File: config.mk
export PLATFORM = sky130hd
export DESIGN_NAME = regfile_wb_scheduler
export DESIGN_NICKNAME = d
export VERILOG_FILES = /design/src/rtl/regfile_wb_scheduler.sv
export SDC_FILE = /design/constraint.sdc
export NUM_CORES = 1
export LEC_CHECK = 0
export BUFFER_PORTS_ARGS = -buffer_cell sky130_fd_sc_hd__buf_2
export CELL_PAD_IN_SITES_DETAIL_PLACEMENT = 1
export CELL_PAD_IN_SITES_GLOBAL_PLACEMENT = 1
export CORE_MARGIN = 4
export CORE_UTILIZATION = 41
export CTS_BUF_LIST = sky130_fd_sc_hd__clkbuf_2 sky130_fd_sc_hd__clkbuf_4 sky130_fd_sc_hd__clkbuf_8
export CTS_CLUSTER_SIZE = 14
export DETAILED_ROUTE_END_ITERATION = 10
export GPL_ROUTABILITY_DRIVEN = 0
export PLACE_DENSITY_LB_ADDON = 0.3
export SLEW_MARGIN = 20
export SYNTH_ARGS = -nofsm -noshare
export SYNTH_HDL_FRONTEND = slang
export SYNTH_SLANG_ARGS = --single-unit
File: constraint.sdc
create_clock -name clk -period 6.69 [get_ports clk]
set_input_delay 0.3345 -clock clk [delete_from_list [all_inputs] [get_ports clk]]
set_output_delay 0.3345 -clock clk [all_outputs]
set_load 0.005 [all_outputs]
File: src/rtl/regfile_wb_scheduler.sv
// regfile_wb_scheduler: write-back arbiter and scoreboard for a single-write-port
// register file. The ALU and memory result producers share the write port under
// round-robin arbitration. The write is registered for one stage before it
// reaches the register file. A per-register pending bitmap stalls issue on
// RAW and WAW hazards.
// Optional feature: define SB_BYPASS_EN so that the hazard check ignores a
// register whose write-back transfers in the current cycle.
module regfile_wb_scheduler #(
  parameter int XLEN = 32,
  parameter int NREG = 32,
  parameter int AW   = 5
) (
  input  logic            clk,
  input  logic            reset,
  input  logic            issue_valid,
  input  logic [AW-1:0]   issue_rs1,
  input  logic [AW-1:0]   issue_rs2,
  input  logic [AW-1:0]   issue_rd,
  input  logic            issue_uses_rd,
  output logic            issue_ready,
  input  logic            alu_valid,
  input  logic [AW-1:0]   alu_rd,
  input  logic [XLEN-1:0] alu_data,
  output logic            alu_ready,
  input  logic            mem_valid,
  input  logic [AW-1:0]   mem_rd,
  input  logic [XLEN-1:0] mem_data,
  output logic            mem_ready,
  output logic [AW-1:0]   rd,
  output logic [XLEN-1:0] write_data,
  output logic            reg_write,
  output logic [NREG-1:0] pending,
  output logic            sb_err
);

  logic            rr_reg;
  logic [NREG-1:1] pending_reg, pending_next;
  logic [NREG-1:1] set_vec, clr_vec;
  logic [NREG-1:0] pend_full, hazard_vec;
  logic [AW-1:0]   rd_reg;
  logic [XLEN-1:0] write_data_reg;
  logic            reg_write_reg;
  logic            sb_err_reg;

  logic            xfer;
  logic            issue_fire;
  logic            orphan;
  logic [AW-1:0]   winner_rd;
  logic [XLEN-1:0] winner_data;

  // Round-robin grant: a lone requester always wins, and on a conflict rr picks the winner.
  assign alu_ready   = alu_valid & (~mem_valid | ~rr_reg);
  assign mem_ready   = mem_valid & (~alu_valid |  rr_reg);
  assign xfer        = alu_ready | mem_ready;
  assign winner_rd   = alu_ready ? alu_rd   : mem_rd;
  assign winner_data = alu_ready ? alu_data : mem_data;

  // Bit 0 of the bitmap is x0, which is never pending.
  assign pend_full = {pending_reg, 1'b0};

`ifdef SB_BYPASS_EN
  // A register that is written back this cycle no longer blocks issue.
  assign hazard_vec = {pending_reg & ~clr_vec, 1'b0};
`else
  assign hazard_vec = pend_full;
`endif

  assign issue_ready = ~(hazard_vec[issue_rs1] | hazard_vec[issue_rs2] |
                         (issue_uses_rd & hazard_vec[issue_rd]));
  assign issue_fire  = issue_valid & issue_ready;

  // Per-register set and clear terms. When both hit the same register, set wins.
  genvar gi;
  generate
    for (gi = 1; gi < NREG; gi++) begin : g_sb
      assign set_vec[gi] = issue_fire & issue_uses_rd & (issue_rd == AW'(gi));
      assign clr_vec[gi] = xfer & (winner_rd == AW'(gi));
    end
  endgenerate

  assign pending_next = set_vec | (pending_reg & ~clr_vec);
  assign orphan       = xfer & (winner_rd != '0) & ~pend_full[winner_rd];

  // After a grant, rr points at the requester that lost or did not ask.
  always_ff @(posedge clk or posedge reset) begin
    if (reset)          rr_reg <= 1'b0;
    else if (alu_ready) rr_reg <= 1'b1;
    else if (mem_ready) rr_reg <= 1'b0;
  end

  // Scoreboard bitmap and the sticky orphan-write flag.
  always_ff @(posedge clk or posedge reset) begin
    if (reset) begin
      pending_reg <= '0;
      sb_err_reg  <= 1'b0;
    end else begin
      pending_reg <= pending_next;
      if (orphan) sb_err_reg <= 1'b1;
    end
  end

  // Registered write port. rd and data hold between transfers, and the write strobe pulses.
  always_ff @(posedge clk or posedge reset) begin
    if (reset) begin
      rd_reg         <= '0;
      write_data_reg <= '0;
      reg_write_reg  <= 1'b0;
    end else begin
      reg_write_reg <= xfer & (winner_rd != '0);
      if (xfer) begin
        rd_reg         <= winner_rd;
        write_data_reg <= winner_data;
      end
    end
  end

  assign rd         = rd_reg;
  assign write_data = write_data_reg;
  assign reg_write  = reg_write_reg;
  assign pending    = pend_full;
  assign sb_err     = sb_err_reg;

endmodule

==> flow_summary_export.csv <==
group,metric,value,unit
run_status,status,"complete, no violations",
yosys,synth_edf_count,0,
final_layout,fill_cells,1436,
yosys,yosysTopAreaCell,"dfrtp_1",
floorplan,core-area,11560,um^2
drt,drc,0,
setup_path,timing.rr.start,"rr_reg",
setup_path,crit_path_top_delay_cell,"a21bo_2",
placement,dp_cells,838,
grt,grt_pass1_wl,29400,um
drt,drt_wl_total,19150,um
setup_path,path_max_fanout,101,
hold_path,hp-class,"input port to flop",
final_layout,fin_nets,801,
timing,setup_tns,0,ns
drt,first_pass_iters,5,
grt,grt_start_max_net_pins,102,
grt,grt_pass1_vias,5557,
placement,dp_hpwl,14020,um
timing,finalCriticalPeriod,3.572,ns
setup_path,worstPathRequired,6.94,ns
run,cap_viol_max_count,0,
pwr,power.switching,0.5190,mW
setup_path,end_kind,"flop",
floorplan,fp.dieArea,13760,um^2
yosys,yosysMostFrequentCell,"dfrtp_1",
timing,worstMarginPinSlew,1.101,ns
clocking,clock_sinks,71,
final_layout,largest_reg_flops,32,
floorplan,num_io_pins,169,
grt,grt_usage,27.77,%
clocking,clockBufferDepth,2,
yosys,synth.area.top_cells,"dfrtp_1 (36%), mux4_2 (6.9%), o22ai_1 (4.9%)",
setup_path,start_kind,"input port",
floorplan,die_h,117.3,um
setup_path,path_cells,"buf_2 > buf_4 > a21bo_2 > mux2i_1 > o21a_1 > a21oi_1 > o311a_1 > a311o_1",
clocking,h-tree-depth,3,
setup_path,critPathKind,"input port to flop",
setup_path,rrSetupSlack,3.70,ns
hold_path,hold_start,"mem_data[27]",
drt,routedWlPerCell,22.43,um
yosys,ys.warnings.count,0,
timing,skew,0.008390,ns
floorplan,dieWidth,117.3,um
final_layout,drive_above_1_share,31.93,%
floorplan,initial_core_util,42.35,%
yosys,async_flop_share,100.0,%
drt,dr_total_vias,5378,
clocking,cts_root_buf,"clkbuf_8",
clocking,postCtsSetupBuffers,0,
hold_path,min_path_cells,3,
pwr,power,1.370,mW
clocking,cts_resized,0,
final_layout,n_antenna_cell,0,
setup_path,crit_arrival,3.82,ns
timing,hold_viol,0,
yosys,ys_types,55,
hold_path,hold_end,"write_data[27]",
final_layout,instances_no_fill,854,
pwr,leakage,2.713,nW
placement,io_buffers,167,
pwr,p_int,0.8505,mW
grt,overflow,0,
pwr,combPwrFrac,30.8,%
yosys,ys_seq_area_share,36.28,%
clocking,cts_buffers,9,
clocking,cts_hold_buf,0,
setup_path,crit_path_max_incr_delay,1.01,ns
timing,max_freq,280.0,MHz
yosys,synth_common_cells,"dfrtp_1 (71), nor2_1 (53), inv_1 (45)",
pwr,p_seq_share,42.4,%
timing,finalMaxSlewViolations,0,
yosys,synth_nets,664,
timing,rsz0062_at_grt,"false",
timing,period_share,53.39,%
drt,detail-route-antenna-nets,0,
final_layout,layout-area-overhead-vs-synth,21.41,%
timing,finalSetupViolCount,0,
yosys,syn_avg_cell_area,8.607,um^2
yosys,synth_seq_cells,71,
clocking,clk_pin_slew,0.09,ns
clocking,clock_latency,0.37,ns
clocking,cts_tree,"done",
pwr,powerDensity,230.3,nW/um^2
setup_path,r2r_cells,6,
grt,antenna_found_initial,0,
yosys,synthCells,569,
pwr,ir_drop,125.6,uV
pwr,p_sw_share,37.90,%
setup_path,r2r_end,"sb_err",
yosys,synth_top_area_share,36.28,%
drt,drt-vias-per-instance,6.297,
drt,drtIter0Drc,418,
floorplan,fp-row-count,39,
timing,relSlewSlack,26.61,%
pwr,pwr-share-clk,26.8,%
yosys,ys.flop_type,"dfrtp_1",
yosys,syn-cell-area,4897,um^2
-- cells in the final DEF (no fill, tap or decap), types with 4 or more instances in the layout --
cell type  netlist  layout
a211oi_1         4       4
a221oi_1         6       6
nand2_1         44      44
o41ai_1         13      13
mux2i_1         12      12
mux2_2          14      14
o21ai_1         10      10
o21ai_0         41      41
nand4_1          4       4
mux4_2          15      15
a2111oi_0        5       5
nand3_1         11      11
nand2b_1        10      10
and2_1           4       4
nor2_1          53      53
o22ai_1         38      38
nor2b_1          5       5
dfrtp_1         71      71
buf_2            6     167
inv_1           45      44
clkbuf_8         0       9
a21oi_1         42      42
o31ai_1          5       5
a31oi_1         32      32
o211ai_1         4       4
-- critical path: cells and delay by family --
family	cells	cell delay, ns
muxes	1	0.72
AOI/OAI and AO/OA	5	1.92
buffers and inverters	2	0.78
-- layout make-up --
cell class,count,area (um^2),area share [%]
Multi-Input combinational cell,409,2760,46.42
Clock inverter,7,78.83,1.326
Timing Repair Buffer,170,858.3,14.44
Sequential cell,71,1777,29.88
Inverter,45,168.9,2.841
Tap cell,143,178.9,3.009
Clock buffer,9,123.9,2.083
-- power groups by stage --
stage          logic, mW  clock network [mW]  registers, mW
3_5_place_dp       0.418                   0          0.584
3_3_place_gp       0.400                   0          0.581
6_report           0.422               0.367          0.580
2_1_floorplan      0.254                   0          0.549
5_1_grt            0.464               0.390          0.584
4_1_cts            0.421               0.369          0.575
-- how the worst max path moves through the flow --
stage                 startpoint         endpoint  slack (ns)  cells past startpoint
floorplan           issue_rs1[3]  pending_reg[10]        4.40                      8
global placement       mem_valid           sb_err        2.97                      8
detailed placement     mem_valid           sb_err        2.81                      8
CTS                    mem_valid           sb_err        3.22                      8
global route           mem_valid           sb_err        2.94                      8
finish                 mem_valid           sb_err        3.12                      8
-- per-layer routing --
| metal | vias up | wire (um) | track usage (%) |
|---|---|---|---|
| met5 | - | 0 | 0 |
| met4 | 0 | 495 | 8.945 |
| li1 | 2403 | - | - |
| met1 | 2652 | 7899 | 36.72 |
| met2 | 267 | 9125 | 45.55 |
| met3 | 56 | 1630 | 5.913 |
-- per-stage QoR --
stage / hold WS (ns) / setup WS [ns] / cell area, um^2 / util (%)
CTS: 0.2217 / 3.224 / 5946 / 51.41
floorplan: 0.4736 / 4.402 / 4897 / -
detailed placement: 0.5011 / 2.812 / 5743 / 49.66
global placement: 0.4968 / 2.966 / 5743 / 49.66
finish: 0.2317 / 3.118 / 5946 / 51.41
global route: 0.2426 / 2.937 / 5946 / 51.41
-- kinds of logic after synthesis --
logic type | count (synthesis) | share of synthesized area [%]
AO/OA/AOI/OAI | 221 | 29.08
buffers and inverters | 89 | 7.358
flip-flops | 71 | 36.28
multiplexers | 43 | 13.41
other | 1 | 0.07657
AND/OR/NAND/NOR | 144 | 13.80
Note: power is estimated with default switching activity, not from simulation.
